**config.mk**
```make
export PLATFORM = sky130hd
export DESIGN_NAME = router_port_rx
export DESIGN_NICKNAME = d
export VERILOG_FILES = /design/src/rtl/router_port_rx.sv
export SDC_FILE = /design/constraint.sdc
export NUM_CORES = 1
export LEC_CHECK = 0
export CAP_MARGIN = 0
export CORE_ASPECT_RATIO = 1.2
export CORE_UTILIZATION = 30
export CTS_CLUSTER_SIZE = 10
export DETAILED_ROUTE_END_ITERATION = 16
export PLACE_DENSITY_LB_ADDON = 0.08
export SLEW_MARGIN = 20
export SYNTH_ARGS = -nofsm -noshare
export SYNTH_HDL_FRONTEND = slang
export SYNTH_SLANG_ARGS = --single-unit
```
**constraint.sdc**
```tcl
create_clock -name clk -period 4.4 [get_ports clk]
set_input_delay 0.44 -clock clk [delete_from_list [all_inputs] [get_ports clk]]
set_output_delay 0.44 -clock clk [all_outputs]
set_load 0.1 [all_outputs]
```
**src/rtl/router_port_rx.sv**
```systemverilog
// ---------------------------------------------------------------------------
// router_port_rx
//
// Receive side of one serial router input port. A frame (frame_n low) carries
// a 4-bit destination address (LSB first, one bit per cycle), a fixed number
// of pad cycles, then payload bits qualified by valid_n and packed LSB first
// into bytes. Completed bytes are queued in a small FIFO and presented on a
// valid/ready output. The final bit of a packet is the one sampled with
// frame_n high and valid_n low; the byte it completes is tagged out_last.
//
// Parameters
//   FIFO_DEPTH  byte-FIFO entries (power of 2, >= 2)
//   PAD_CYCLES  pad cycles between address and data (>= 1)
//
// Ports
//   clk        in   sole clock, rising edge
//   reset      in   synchronous, active-high
//   frame_n    in   serial frame, active-low
//   valid_n    in   serial bit-valid, active-low
//   di         in   serial data bit
//   pkt_start  out  one-cycle pulse after the address is captured
//   pkt_addr   out  [3:0] destination port, held until the next pkt_start
//   out_valid  out  FIFO head valid
//   out_data   out  [7:0] FIFO head byte (0 while empty)
//   out_last   out  FIFO head is the final byte of its packet
//   out_ready  in   consumer accepts the head when out_valid is high
//   err        out  one-cycle error pulse
//   err_code   out  [1:0] 1=abort, 2=partial byte, 3=overflow; held
//   busy       out  high while in ADDR, PAD or DATA
// ---------------------------------------------------------------------------
module router_port_rx #(
    parameter int FIFO_DEPTH = 4,
    parameter int PAD_CYCLES = 5
) (
    input  logic       clk,
    input  logic       reset,
    input  logic       frame_n,
    input  logic       valid_n,
    input  logic       di,
    output logic       pkt_start,
    output logic [3:0] pkt_addr,
    output logic       out_valid,
    output logic [7:0] out_data,
    output logic       out_last,
    input  logic       out_ready,
    output logic       err,
    output logic [1:0] err_code,
    output logic       busy
);

    localparam int PTR_W = (FIFO_DEPTH > 1) ? $clog2(FIFO_DEPTH) : 1;
    localparam int CNT_W = PTR_W + 1;
    localparam int PAD_W = (PAD_CYCLES > 1) ? $clog2(PAD_CYCLES) : 1;

    localparam logic [1:0] ERR_ABORT    = 2'd1;
    localparam logic [1:0] ERR_PARTIAL  = 2'd2;
    localparam logic [1:0] ERR_OVERFLOW = 2'd3;

    typedef enum logic [2:0] {
        S_DROP,
        S_IDLE,
        S_ADDR,
        S_PAD,
        S_DATA
    } state_t;

    // -----------------------------------------------------------------------
    // State and datapath registers
    // -----------------------------------------------------------------------
    state_t             state_q,     state_d;
    logic [2:0]         addr_sh_q,   addr_sh_d;    // address bits 0..2
    logic [1:0]         addr_cnt_q,  addr_cnt_d;   // next address bit index
    logic [PAD_W-1:0]   pad_cnt_q,   pad_cnt_d;
    logic [6:0]         shift_q,     shift_d;      // first 7 bits of a byte
    logic [2:0]         bit_cnt_q,   bit_cnt_d;
    logic [3:0]         pkt_addr_q,  pkt_addr_d;
    logic               pkt_start_q, pkt_start_d;
    logic               err_q,       err_d;
    logic [1:0]         err_code_q,  err_code_d;

    // FIFO
    logic [8:0]         mem_q [FIFO_DEPTH];        // {last, byte}
    logic [PTR_W-1:0]   wr_ptr_q,    rd_ptr_q;
    logic [CNT_W-1:0]   count_q;

    logic               push;
    logic               pop;
    logic               fifo_full;
    logic               can_push;
    logic [7:0]         push_byte;
    logic               push_last;
    logic [8:0]         head;

    assign fifo_full = (count_q == CNT_W'(FIFO_DEPTH));
    assign pop       = out_valid & out_ready;
    // A pop in the same cycle frees the slot, so a full FIFO can still accept.
    assign can_push  = !fifo_full || pop;

    // -----------------------------------------------------------------------
    // Next-state logic
    // -----------------------------------------------------------------------
    // NOTE: every variable is assigned a default first, so no path through
    // the case statement can leave one unassigned and infer a latch.
    always_comb begin
        state_d     = state_q;
        addr_sh_d   = addr_sh_q;
        addr_cnt_d  = addr_cnt_q;
        pad_cnt_d   = pad_cnt_q;
        shift_d     = shift_q;
        bit_cnt_d   = bit_cnt_q;
        pkt_addr_d  = pkt_addr_q;
        pkt_start_d = 1'b0;
        err_d       = 1'b0;
        err_code_d  = err_code_q;
        push        = 1'b0;
        push_byte   = {di, shift_q};
        push_last   = 1'b0;

        case (state_q)
            S_DROP: begin
                // Discard the remainder of a frame until frame_n rises.
                if (frame_n) begin
                    state_d = S_IDLE;
                end
            end

            S_IDLE: begin
                if (!frame_n) begin
                    addr_sh_d  = {2'b00, di};
                    addr_cnt_d = 2'd1;
                    state_d    = S_ADDR;
                end
            end

            S_ADDR: begin
                if (frame_n) begin
                    err_d      = 1'b1;
                    err_code_d = ERR_ABORT;
                    state_d    = S_IDLE;
                end else begin
                    addr_cnt_d = addr_cnt_q + 2'd1;
                    case (addr_cnt_q)
                        2'd1:    addr_sh_d[1] = di;
                        2'd2:    addr_sh_d[2] = di;
                        default: begin
                            pkt_addr_d  = {di, addr_sh_q};
                            pkt_start_d = 1'b1;
                            pad_cnt_d   = '0;
                            state_d     = S_PAD;
                        end
                    endcase
                end
            end

            S_PAD: begin
                // valid_n carries no meaning during pad and is ignored.
                if (frame_n) begin
                    err_d      = 1'b1;
                    err_code_d = ERR_ABORT;
                    state_d    = S_IDLE;
                end else if (pad_cnt_q == PAD_W'(PAD_CYCLES - 1)) begin
                    bit_cnt_d = '0;
                    state_d   = S_DATA;
                end else begin
                    pad_cnt_d = pad_cnt_q + 1'b1;
                end
            end

            S_DATA: begin
                if (!valid_n) begin
                    shift_d   = {di, shift_q[6:1]};
                    bit_cnt_d = bit_cnt_q + 3'd1;
                    if (frame_n) begin
                        // Final bit of the packet.
                        state_d = S_IDLE;
                        if (bit_cnt_q == 3'd7) begin
                            if (can_push) begin
                                push      = 1'b1;
                                push_last = 1'b1;
                            end else begin
                                err_d      = 1'b1;
                                err_code_d = ERR_OVERFLOW;
                            end
                        end else begin
                            err_d      = 1'b1;
                            err_code_d = ERR_PARTIAL;
                        end
                    end else if (bit_cnt_q == 3'd7) begin
                        if (can_push) begin
                            push = 1'b1;
                        end else begin
                            // Rest of the packet is unusable once a byte is lost.
                            err_d      = 1'b1;
                            err_code_d = ERR_OVERFLOW;
                            state_d    = S_DROP;
                        end
                    end
                end else if (frame_n) begin
                    // Frame ended without a final valid bit.
                    err_d      = 1'b1;
                    err_code_d = ERR_PARTIAL;
                    state_d    = S_IDLE;
                end
            end

            default: begin
                state_d = S_DROP;
            end
        endcase
    end

    // -----------------------------------------------------------------------
    // Control registers
    // -----------------------------------------------------------------------
    // NOTE: sequential state uses non-blocking assignments so every register
    // samples the pre-edge values of its inputs, independent of block order.
    always_ff @(posedge clk) begin
        if (reset) begin
            state_q     <= S_DROP;
            addr_sh_q   <= '0;
            addr_cnt_q  <= '0;
            pad_cnt_q   <= '0;
            shift_q     <= '0;
            bit_cnt_q   <= '0;
            pkt_addr_q  <= '0;
            pkt_start_q <= 1'b0;
            err_q       <= 1'b0;
            err_code_q  <= '0;
        end else begin
            state_q     <= state_d;
            addr_sh_q   <= addr_sh_d;
            addr_cnt_q  <= addr_cnt_d;
            pad_cnt_q   <= pad_cnt_d;
            shift_q     <= shift_d;
            bit_cnt_q   <= bit_cnt_d;
            pkt_addr_q  <= pkt_addr_d;
            pkt_start_q <= pkt_start_d;
            err_q       <= err_d;
            err_code_q  <= err_code_d;
        end
    end

    // -----------------------------------------------------------------------
    // Byte FIFO
    // -----------------------------------------------------------------------
    always_ff @(posedge clk) begin
        if (reset) begin
            wr_ptr_q <= '0;
            rd_ptr_q <= '0;
            count_q  <= '0;
        end else begin
            if (push) begin
                wr_ptr_q <= wr_ptr_q + 1'b1;
            end
            if (pop) begin
                rd_ptr_q <= rd_ptr_q + 1'b1;
            end
            case ({push, pop})
                2'b10:   count_q <= count_q + 1'b1;
                2'b01:   count_q <= count_q - 1'b1;
                default: count_q <= count_q;
            endcase
        end
    end

    // NOTE: the storage array has no reset; an entry is only visible after it
    // has been written, and the head is masked to zero while the FIFO is empty.
    always_ff @(posedge clk) begin
        if (push) begin
            mem_q[wr_ptr_q] <= {push_last, push_byte};
        end
    end

    assign head = mem_q[rd_ptr_q];

    // -----------------------------------------------------------------------
    // Outputs
    // -----------------------------------------------------------------------
    assign out_valid = (count_q != '0);
    assign out_data  = out_valid ? head[7:0] : 8'h00;
    assign out_last  = out_valid ? head[8]   : 1'b0;
    assign pkt_start = pkt_start_q;
    assign pkt_addr  = pkt_addr_q;
    assign err       = err_q;
    assign err_code  = err_code_q;
    assign busy      = (state_q == S_ADDR) || (state_q == S_PAD) || (state_q == S_DATA);

endmodule
```
After elaboration in Yosys (flattened, before gate mapping)
Memory sizes are Yosys's and may differ from the RTL's. A register that Yosys moved wholly into a read port is not among the register bits.
Cells that the tools add are included.
- output and inout port bits: 19
- word-level logic and storage cells: 137
- flip-flop bits (word level): 36
- RAM bits: 36
- bits of input ports: 6
- memories kept: 1
- memory list (memory ; words ; width ; read ports ; clocked after Yosys merged registers in ; write ports ; RTL line ; source):
    mem_q ; 4 ; 9 ; 1 ; 1 ; 1 ; 82 ; logic [8:0] mem_q [FIFO_DEPTH];
- add/subtract/negate cells: 7
- bitwise operators: 5
- multiplexer cells: 58
- equality and inequality tests: 27
- reduce and logical (&&, ||, !) cells: 24
- operator list (kind ; count):
    $mux 3 ; 18
    $mux 2 ; 12
    $mux 1 ; 19
    $pmux 3 s2 ; 3
    $reduce_and 4->1 ; 4
    $pmux 3 s5 ; 1
    $ne 2x2->1 const B ; 7
    $eq 3x3->1 const B ; 4
    $ne 3x3->1 const B ; 4
    $pmux 2 s2 ; 3
    $reduce_and 5->1 ; 2
    $reduce_bool 2->1 ; 5
    $add 3x1->3 const B ; 3
    $mux 8 ; 1
    $ne 4x4->1 const B ; 2
    $add 2x1->2 const B ; 3
    $eq 3x2->1 const B ; 2
    $ne 2x1->1 const B ; 3
    $reduce_and 3->1 ; 2
    $eq 2x1->1 const B ; 2
    $eq 2x2->1 const B ; 2
    $not 1->1 ; 4
    $reduce_and 2->1 ; 2
    $reduce_or 2->1 ; 2
    9 further kinds ; 11

Depth between registers and ports, before layout
Gate-level depths: netlist of the first run.
- word-level depth: 9
- depth in mapped cells: 11
- depth with buffers taken out: 11

Least setup slack after synthesis of the first run
No wires, ideal clock.
- path kind: register to output
- start: reg count_q[0]
- end: out out_data[0]
- setup slack: 1.603 ns
- required time: 3.960 ns
- path buffers: 1
- data arrival time: 2.357 ns
- stages on the path, launching flop included: 4
- cells stage by stage: dfxtp_1 or3_1 clkbuf_1 and2_1
- cells in the longest elaborated chain, start to end: 2
- ends and longest elaborated chain (item ; RTL line ; source):
    start: declaration ; 84 ; logic [CNT_W-1:0] count_q;
    start signal: assignment ; 259 ; 2'b10: count_q <= count_q + 1'b1;
    start signal: assignment ; 260 ; 2'b01: count_q <= count_q - 1'b1;
    start signal: assignment ; 261 ; default: count_q <= count_q;
    $reduce_bool 3->1 ; 279 ; assign out_valid = (count_q != '0);
    net out_valid ; 42 ; output logic out_valid,
    $mux 8 ; 280 ; assign out_data = out_valid ? head[7:0] : 8'h00;
    end: declaration ; 43 ; output logic [7:0] out_data,
The timed path passes the listed nets, and every way through them passes these cells.

Final worst setup path of the first run
- start: reg state_q[1]
- end: out busy
- cells in the longest elaborated chain, start to end: 3
- elaborated cells on any way between the ends: 5
- classes of those cells: eq/ne (3); reduce/logical (2)
- ends and longest elaborated chain (item ; RTL line ; source):
    start: declaration ; 70 ; state_t state_q, state_d;
    start signal: assignment ; 230 ; state_q <= state_d;
    $eq 3x2->1 ; 286 ; assign busy = (state_q == S_ADDR) || (state_q == S_PAD) || (state_q == S_DATA);
    $logic_or 1x1->1 ; 286 ;
    $logic_or 1x1->1 * ; 286 ;
    end: declaration ; 48 ; output logic busy
Mark *: on every way between the ends. The rest lies on a longest branch, timed or not.

==> impl_metrics.tcl, run 1 <==
set metrics [dict create \
    cp_max_fo 19 \
    worstPathRequired_ns 3.96 \
    nNetsFinal 321 \
    synth_ff_type "dfxtp_1" \
    std_cell_rows 41 \
    rsz0062_at_grt "false" \
    min_from "pkt_addr[1]" \
    synth_edf_count 36 \
    synthArstFlopShare 0 \
    cts_resized 0 \
    crit_family "buffers and inverters" \
    die_h_um 116.2 \
    max_freq_ghz 0.3144 \
    grt_max_degree 38 \
    ys_ff_latch 74 \
    rrSetupSlack_ns 1.73 \
    post-route-period-util 0.7229 \
    insertion_delay_ns 0.33 \
    ant_nets 0 \
    grt_pass1_vias 2019 \
    whs_endpoint "pkt_addr[1]" \
    drv_cap 0 \
    diodes 0 \
    fin_ws_ns 1.219 \
    cts_buffers 9 \
    crit_slowest_cell "clkdlybuf4s50_1" \
    power_density_mw_per_mm2 378.9 \
    core-area_mm2 0.01057 \
    worstMarginPinSlew_ns 0.9774 \
    irDropWorstVdd_mv 0.1532 \
    fin_tns_setup_ns 0 \
    vias 2072 \
    ys_types 47 \
    drt-total-wl_mm 6.416 \
    hold_path_depth 2 \
    cp-start-kind "register" \
    synth_top_area_frac 0.3315 \
    portBuffers 24 \
    rr_endpoint "count_q[2]" \
    grt_use_total 0.1228 \
    place_inst 421 \
    hold_buffers 0 \
    drv_slew 0 \
    route.detailed.drc 0 \
    drt_iter0_drc 72 \
    clkTransAtPathRegs_ns 0.06 \
    cts_tree "yes" \
    place_hpwl_mm 4.424 \
    grt_overflow_total 0 \
    pre_cts_slack_ns 1.333 \
    io_pins 25 \
    die_w_um 97.17 \
    cts.sinks 74 \
    netlist_area_mm2 0.003261 \
    postCtsSetupBuffers 0 \
    syn_inst 282 \
    wl_per_cell_um 14.68 \
    p_leak_uw 0.001217 \
    hold_violations 0 \
    syn-num-nets 300 \
    start_util 0.3085 \
    syn_to_final_growth_pct 18.23 \
    path_cells "or3b_1 -> nand2_1 -> clkdlybuf4s50_1" \
    cts_root_buffer "clkbuf_16" \
    syn_avg_cell_area_um2 11.56 \
    r2r_cells 9 \
    setup_viol 0 \
    vias_per_cell 4.741 \
    synth.largest_area_cell "edfxtp_1" \
    grt_pass1_wl_mm 10.42 \
    outcome "finished, final reports clean" \
    htree_num_levels 3 \
    ctsLongestPathBuffers 2 \
    critPathArrivalTime_ns 2.74 \
    crit_cells 3 \
    antenna_found_initial 0 \
    synth.yosys.seq_area_share 0.5649 \
    slowest_delay_ns 1.14 \
    synthTopCellsByArea "edfxtp_1 (33%), dfxtp_1 (23%), mux4_2 (6.2%), a21oi_1 (4.3%), ha_1 (4.2%)" \
    period_minus_slack_ns 3.181 \
    layout-drive-gt1-share 0.09740 \
    timing.rr.start "state_q[1]" \
    hold_ws_ns 0.4521 \
    critPathKind "reg2out" \
    endpoint_kind "output port" \
    slew_headroom 0.3464 \
    clock_skew_ns 0.004648 \
    hold_class "reg2reg" \
    path_buf_inv 1 \
    die_area_mm2 0.01129 \
    stdcell_count 437 \
    first_pass_iters 4 \
    place.gp.congestion 0.7133 \
    yosysWarnings 0 \
]
-- synth_stat cells, types with 2 or more instances --
cell type / count
nor3_1: 6
clkbuf_1: 8
or4_1: 2
nand2b_1: 4
mux2i_1: 5
and2_1: 14
ha_1: 11
nand3_1: 2
or4b_2: 2
edfxtp_1: 36
o21bai_1: 2
dfxtp_1: 38
nand2_1: 26
nand4_1: 3
buf_1: 2
a21oi_1: 28
or3_1: 2
buf_2: 2
or2_2: 2
xnor2_1: 4
xor2_1: 4
inv_1: 16
nor2_1: 18
mux4_2: 9
o21ai_0: 9
a211oi_1: 2
nand3b_1: 3
and3_1: 2
buf_6: 2
-- metrics by stage --
| stage | power [µW] | area, µm² | util |
|---|---|---|---|
| after floorplan | 809.1 | 3261 | - |
| after global placement | 830.5 | 3592 | 0.3399 |
| after detailed placement | 829.4 | 3592 | 0.3399 |
| after CTS | 1484 | 3855 | 0.3648 |
| after global routing | 1520 | 3855 | 0.3648 |
| final | 1461 | 3855 | 0.3648 |
-- cell usage in the layout (no fill, tap or decap), types with 3 or more instances in the layout --
master           synthesis  layout
mux2i_1                  5       5
nor2_1                  18      18
xnor2_1                  4       4
a21oi_1                 28      28
nand3b_1                 3       3
mux4_2                   9       9
inv_1                   16      16
clkdlybuf4s50_1          0      24
clkbuf_16                0       9
xor2_1                   4       4
nand4_1                  3       3
nand2_1                 26      26
and2_1                  14      14
o21ai_0                  9       9
nand2b_1                 4       4
nor3_1                   6       6
dfxtp_1                 38      38
edfxtp_1                36      36
ha_1                    11      11
-- worst max-delay path by stage --
stage | from | end | slack (ns)
2_1_floorplan | count_q[0] | out_data[0] | 1.60
3_3_place_gp | out_ready | count_q[2] | 1.39
3_5_place_dp | out_ready | count_q[2] | 1.33
5_1_grt | register | out_data[6] | 1.06
4_1_cts | register | out_last | 1.15
6_report | state_q[1] | busy | 1.22
-- layer usage --
| metal | track usage | vias up | wire length, µm |
|---|---|---|---|
| li1 | - | 1043 | - |
| met5 | 0 | - | 0 |
| met3 | 0.03232 | 9 | 201 |
| met1 | 0.1428 | 983 | 2927 |
| met2 | 0.2094 | 37 | 3146 |
| met4 | 0.06567 | 0 | 141 |
-- sequential cells by signal, indices dropped and copies added, names as in the netlist, named ones only --
signal	count
mem_q	36
pad_cnt_q	3
pkt_addr	4
rd_ptr_q	2
shift_q	7
bit_cnt_q	3
err_code	2
wr_ptr_q	2
addr_sh_q	3
err	1
addr_cnt_q	2
count_q	3
pkt_start	1
state_q	3
-- power by group --
part | switching, µW | internal, µW
clock network | 269 | 376
registers | 13.5 | 722
logic | 53.0 | 26.1
total | 336 | 1120
-- logic make-up after synthesis --
kind of cell	Yosys count	synth area share
AOI/OAI and AO/OA	48	0.08250
xor gates and xnor gates	8	0.02149
adders and majority gates	12	0.04835
buffers and inverters	31	0.04221
DFF	74	0.5649
muxes	14	0.07751
and+or+nand+nor	95	0.1631
-- worst reg2reg max path: cells and delay by family (launching register included) --
family | cells | cell delay, ns
compound gates | 1 | 0.14
xor+xnor | 1 | 0.17
fa+ha+maj | 2 | 0.55
buf+inv | 2 | 0.17
flops | 1 | 0.72
simple gates | 3 | 0.86
-- cell type report --
class                      instances  area, µm²
fill                            1049       6713
sequential                        74       1842
multi-input combinational        177       1281
timing repair buffer              25      247.7
clock buffer                      10      229.0
tap                              129      161.4
inverter                          16      60.06
clock inverter                     6      33.78
Note: power is estimated with default switching activity, not from simulation.
==> run 2: changes to the inputs <==
clock period = 3.2 ns   (was 4.4 ns; I/O delays follow)
==> run 2 against run 1 <==
Effect of this change:
- combinational power grew 44%
- die area is the same
- final area grew 1.5%
- flip-flop and latch count is the same
- clock power grew 75%
- critical path type is now reg2reg
- highest routed layer unchanged
==> impl_metrics.tcl, run 2 (synthesis gave the netlist of run 1 again) <==
set metrics [dict create \
    std_cell_rows 41 \
    route.detailed.drc 0 \
    whs_endpoint "pkt_addr[2]" \
    rr_endpoint "count_q[2]" \
    power_uw 2252 \
    max_freq_ghz 0.3799 \
    portBuffers 24 \
    pwr-share-seq 0.447 \
    cts_resized 0 \
    clkTransAtPathRegs_ns 0.06 \
    place_area_mm2 0.003575 \
    post-route-period-util 0.8226 \
    r2r_cells 9 \
    power_density_mw_per_mm2 575.9 \
    clock_skew_ns 0.004193 \
    outcome "finished, final reports clean" \
    fin_tns_setup_ns 0 \
    diodes 0 \
    p_leak_uw 0.001288 \
    antenna_found_initial 0 \
    irDropWorstVdd_mv 0.2622 \
    drv_cap 0 \
    power_frac_comb 0.051 \
    grt_max_degree 38 \
    drt_iter0_drc 82 \
    p_int_uw 1790 \
    worstMarginPinSlew_ns 0.9912 \
    cp-start-kind "register" \
    swShare 0.2051 \
    grt_pass1_wl_mm 10.94 \
    syn_to_final_growth_pct 19.95 \
    slew_headroom 0.3371 \
    htree_num_levels 3 \
    hold_class "reg2reg" \
    vias_per_cell 4.800 \
    layout_common_cells "dfxtp_1 (38), edfxtp_1 (36), a21oi_1 (28)" \
    min_from "pkt_addr[2]" \
    place_inst 423 \
    critPathArrivalTime_ns 2.89 \
    worstPathRequired_ns 3.46 \
    insertion_delay_ns 0.33 \
    endpoint_kind "register" \
    fin_ws_ns 0.5678 \
    regMostFlops "mem_q" \
    hold_path_depth 2 \
    first_pass_iters 4 \
    layout_commonest_cell "dfxtp_1" \
    period_minus_slack_ns 2.632 \
    cts.sinks 74 \
    largest_reg_flops 36 \
    setup_viol 0 \
    ctsLongestPathBuffers 2 \
    vias 2107 \
    rrSetupSlack_ns 0.57 \
    timing.rr.start "state_q[0]" \
    io_pins 25 \
    power.switching_uw 461.9 \
    grt_use_total 0.1298 \
    ant_nets 0 \
    hold_violations 0 \
    critPathKind "reg2reg" \
    cts_tree "yes" \
    grt_overflow_total 0 \
    cts_root_buffer "clkbuf_16" \
    pwr-share-clk 0.503 \
    cp_max_fo 17 \
    die_w_um 97.17 \
    rsz0062_at_grt "false" \
    wl_per_cell_um 15.26 \
    design_area_mm2 0.003911 \
    stdcell_count 439 \
    nNetsFinal 323 \
    place.gp.congestion 0.7590 \
    die_area_mm2 0.01129 \
    start_util 0.3085 \
    place_hpwl_mm 4.601 \
    hold_buffers 0 \
    drv_slew 0 \
    die_h_um 116.2 \
    layout-drive-gt1-share 0.1452 \
    core-area_mm2 0.01057 \
    pre_cts_slack_ns 0.5512 \
    drt-total-wl_mm 6.700 \
    cts_buffers 9 \
    grt_pass1_vias 2122 \
    postCtsSetupBuffers 0 \
]
run 2: worst max-delay path: stages (launching register included):
cell and delay, ns:
dfxtp_1 0.48, or3b_1 0.61, nor3_4 0.37, inv_1 0.11
ha_1 0.23, inv_1 0.07, fa_1 0.17, xor2_1 0.07
or3_1 0.30, a21oi_1 0.14
run 2: how the worst max path moves through the flow:
stage | start | end | slack (ns) | depth (start not counted)
after floorplan | count_q[0] | out_data[0] | 0.52 | 3
after global placement | out_ready | count_q[2] | 0.59 | 11
after detailed placement | out_ready | count_q[2] | 0.55 | 11
after CTS | state_q[0] | count_q[2] | 0.54 | 9
after global routing | state_q[0] | count_q[2] | 0.27 | 9
final | state_q[0] | count_q[2] | 0.57 | 9
run 2: layout make-up:
type	count	area, µm²
clock inverter	5	103.9
timing repair buffer	27	230.2
sequential	74	1842
fill	1066	6656
inverter	16	60.06
tap	129	161.4
clock buffer	11	232.7
multi-input combinational	177	1281
run 2: per-layer routing:
layer  global-route usage  part of all wire
met4              0.05970             0.021
met5                    0                 0
met2               0.2343              0.51
met1               0.1411              0.44
met3              0.03890             0.031
run 2: through the flow:
| stage | hold WS (ns) | utilization |
|---|---|---|
| 6_report | 0.4551 | 0.3701 |
| 5_1_grt | 0.4799 | 0.3701 |
| 3_5_place_dp | 0.4529 | 0.3383 |
| 2_1_floorplan | 0.4189 | - |
| 4_1_cts | 0.4610 | 0.3701 |
| 3_3_place_gp | 0.4466 | 0.3383 |
run 2: power groups by stage:
stage / Sequential [µW] / Combinational [µW] / Clock (µW)
detailed placement: 1030 / 114 / 0
global placement: 1030 / 116 / 0
finish: 1010 / 114 / 1130
CTS: 1010 / 115 / 1170
floorplan: 1030 / 80.3 / 0
global route: 1010 / 124 / 1200
==> run 3: changes to the inputs <==
clock period = 2.4 ns   (was 3.2 ns; I/O delays follow)
==> run 3 against run 2 <==
Effect of this change:
- worst setup slack got worse by 0.33 ns
- power rose by 31%
- clock skew is 0.0017 ns higher
- worst hold slack got worse by 0.0036 ns
- register-to-register slack got worse by 0.33 ns
- sequential share of layout area fell by 2.8 points
- largest cell class unchanged
==> impl_metrics.tcl, run 3 (synthesis gave the netlist of run 1 again) <==
set metrics [dict create \
    grt_use_total 0.1293 \
    place_hpwl_mm 4.701 \
    worstPathRequired_ns 2.66 \
    vias 2138 \
    power_uw 2960 \
    core-area_mm2 0.01057 \
    nNetsFinal 341 \
    outcome "finished, final reports clean" \
    slew_headroom 0.6237 \
    largest_reg_flops 36 \
    post-route-period-util 0.9012 \
    setup_viol 0 \
    vias_per_cell 4.678 \
    die_area_mm2 0.01129 \
    worstMarginPinSlew_ns 0.5626 \
    grt_pass1_wl_mm 10.94 \
    drv_slew 0 \
    std_cell_rows 41 \
    fillers 1051 \
    htree_num_levels 3 \
    multiInputGateArea_mm2 0.001291 \
    antenna_found_initial 0 \
    crit_slowest_cell "fa_1" \
    ctsLongestPathBuffers 2 \
    layout_common_cells "dfxtp_1 (38), edfxtp_1 (36), buf_4 (30)" \
    period_minus_slack_ns 2.163 \
    die_h_um 116.2 \
    max_freq_ghz 0.4623 \
    layout_commonest_cell "dfxtp_1" \
    clkTransAtPathRegs_ns 0.06 \
    power_density_mw_per_mm2 711.6 \
    endpoint_kind "register" \
    grt_overflow_total 0 \
    rrSetupSlack_ns 0.24 \
    drv_cap 0 \
    met2_usage 0.2263 \
    slowest_delay_ns 0.37 \
    p_leak_uw 0.001409 \
    grt_max_degree 19 \
    cts.sinks 74 \
    portBuffers 24 \
    cts_tree "yes" \
    cp-start-kind "register" \
    hold_violations 0 \
    top_usage_layer "met2" \
    clock_skew_ns 0.005874 \
    layout-drive-gt1-share 0.2256 \
    diodes 0 \
    drt-total-wl_mm 6.582 \
    cts_root_buffer "clkbuf_16" \
    critPathKind "reg2reg" \
    ant_nets 0 \
    io_pins 25 \
    place.gp.congestion 0.7657 \
    start_util 0.3085 \
    hold_class "reg2reg" \
    route.detailed.drc 0 \
    die_w_um 97.17 \
    wl_per_cell_um 14.40 \
    grtUsageMet3 0.03651 \
    cp_max_fo 3 \
    irDropWorstVdd_mv 0.4028 \
    hold_buffers 0 \
    grt_pass1_vias 2058 \
    first_pass_iters 4 \
    syn_to_final_growth_pct 27.55 \
    seq_area_mm2 0.001842 \
    cts_buffers 9 \
    regMostFlops "mem_q" \
    insertion_delay_ns 0.33 \
    rsz0062_at_grt "false" \
    drt_iter0_drc 47 \
    path_cells "ha_1 -> ha_2 -> nand2b_4 -> nor3_4 -> inv_1 -> ha_1 -> inv_1 -> fa_1 -> xor2_1 -> or3_1 -> a21oi_1" \
    critPathArrivalTime_ns 2.43 \
    grt.met1_usage 0.1512 \
    fin_tns_setup_ns 0 \
]
## run 3: layout make-up
cell class                 instances  share of cell area
sequential                        74              0.4428
multi-input combinational        177              0.3105
timing repair buffer              45              0.1143
clock buffer                      10             0.05746
tap                              129             0.03881
clock inverter                     6             0.02166
inverter                          16             0.01444
## run 3: per-stage QoR
| stage | cells | utilization | area [µm²] | setup WS, ns | hold WS [ns] |
|---|---|---|---|---|---|
| 6_report | 457 | 0.3936 | 4159 | 0.2370 | 0.4515 |
| 5_1_grt | 457 | 0.3936 | 4159 | 0.05390 | 0.4777 |
| 4_1_cts | 457 | 0.3926 | 4149 | 0.08828 | 0.4586 |
| 3_5_place_dp | 441 | 0.3615 | 3820 | -0.06429 | 0.4509 |
| 3_3_place_gp | 441 | 0.3615 | 3820 | -0.03962 | 0.4479 |
| 2_1_floorplan | 282 | - | 3262 | 0.1266 | 0.3389 |
## run 3: routing by layer
metal,vias to the layer above,part of all wire,wire [µm]
met2,29,0.53,3459
met4,0,0.012,78
met5,-,0,0
met3,7,0.030,197
li1,1088,-,-
met1,1014,0.43,2846
## run 3: where the power goes
| group | leakage [µW] | internal, µW | total, µW | switching [µW] |
|---|---|---|---|---|
| Combinational | 0.000642 | 60.2 | 176 | 115 |
| Clock | 0.000147 | 937 | 1450 | 516 |
| Sequential | 0.000620 | 1320 | 1330 | 6.59 |
## run 3: final timing paths
| kind | from | to | cells past startpoint |
|---|---|---|---|
| worst min register to register | addr_sh_q[2] | pkt_addr[2] | 2 |
| worst max register to register | bit_cnt_q[0] | count_q[2] | 11 |
| worst max-delay path | bit_cnt_q[0] | count_q[2] | 11 |
| worst min-delay path | addr_sh_q[2] | pkt_addr[2] | 2 |
## run 3: what timing repair did
action / in CTS / in global routing
endpoints found under the hold margin: 0 / 0
setup buffers: 0 / 0
endpoints found under the setup margin: 0 / 1
gates resized for setup: 0 / 2
## run 3: worst max-delay path: cells and delay by family, from the launching register on
| family | cells | cell delay (ns) |
|---|---|---|
| AOI/OAI and AO/OA | 1 | 0.13 |
| xor gates and xnor gates | 1 | 0.15 |
| adders and majority gates | 4 | 0.93 |
| buffers and inverters | 2 | 0.12 |
| DFF | 1 | 0.32 |
| and+or+nand+nor | 3 | 0.44 |
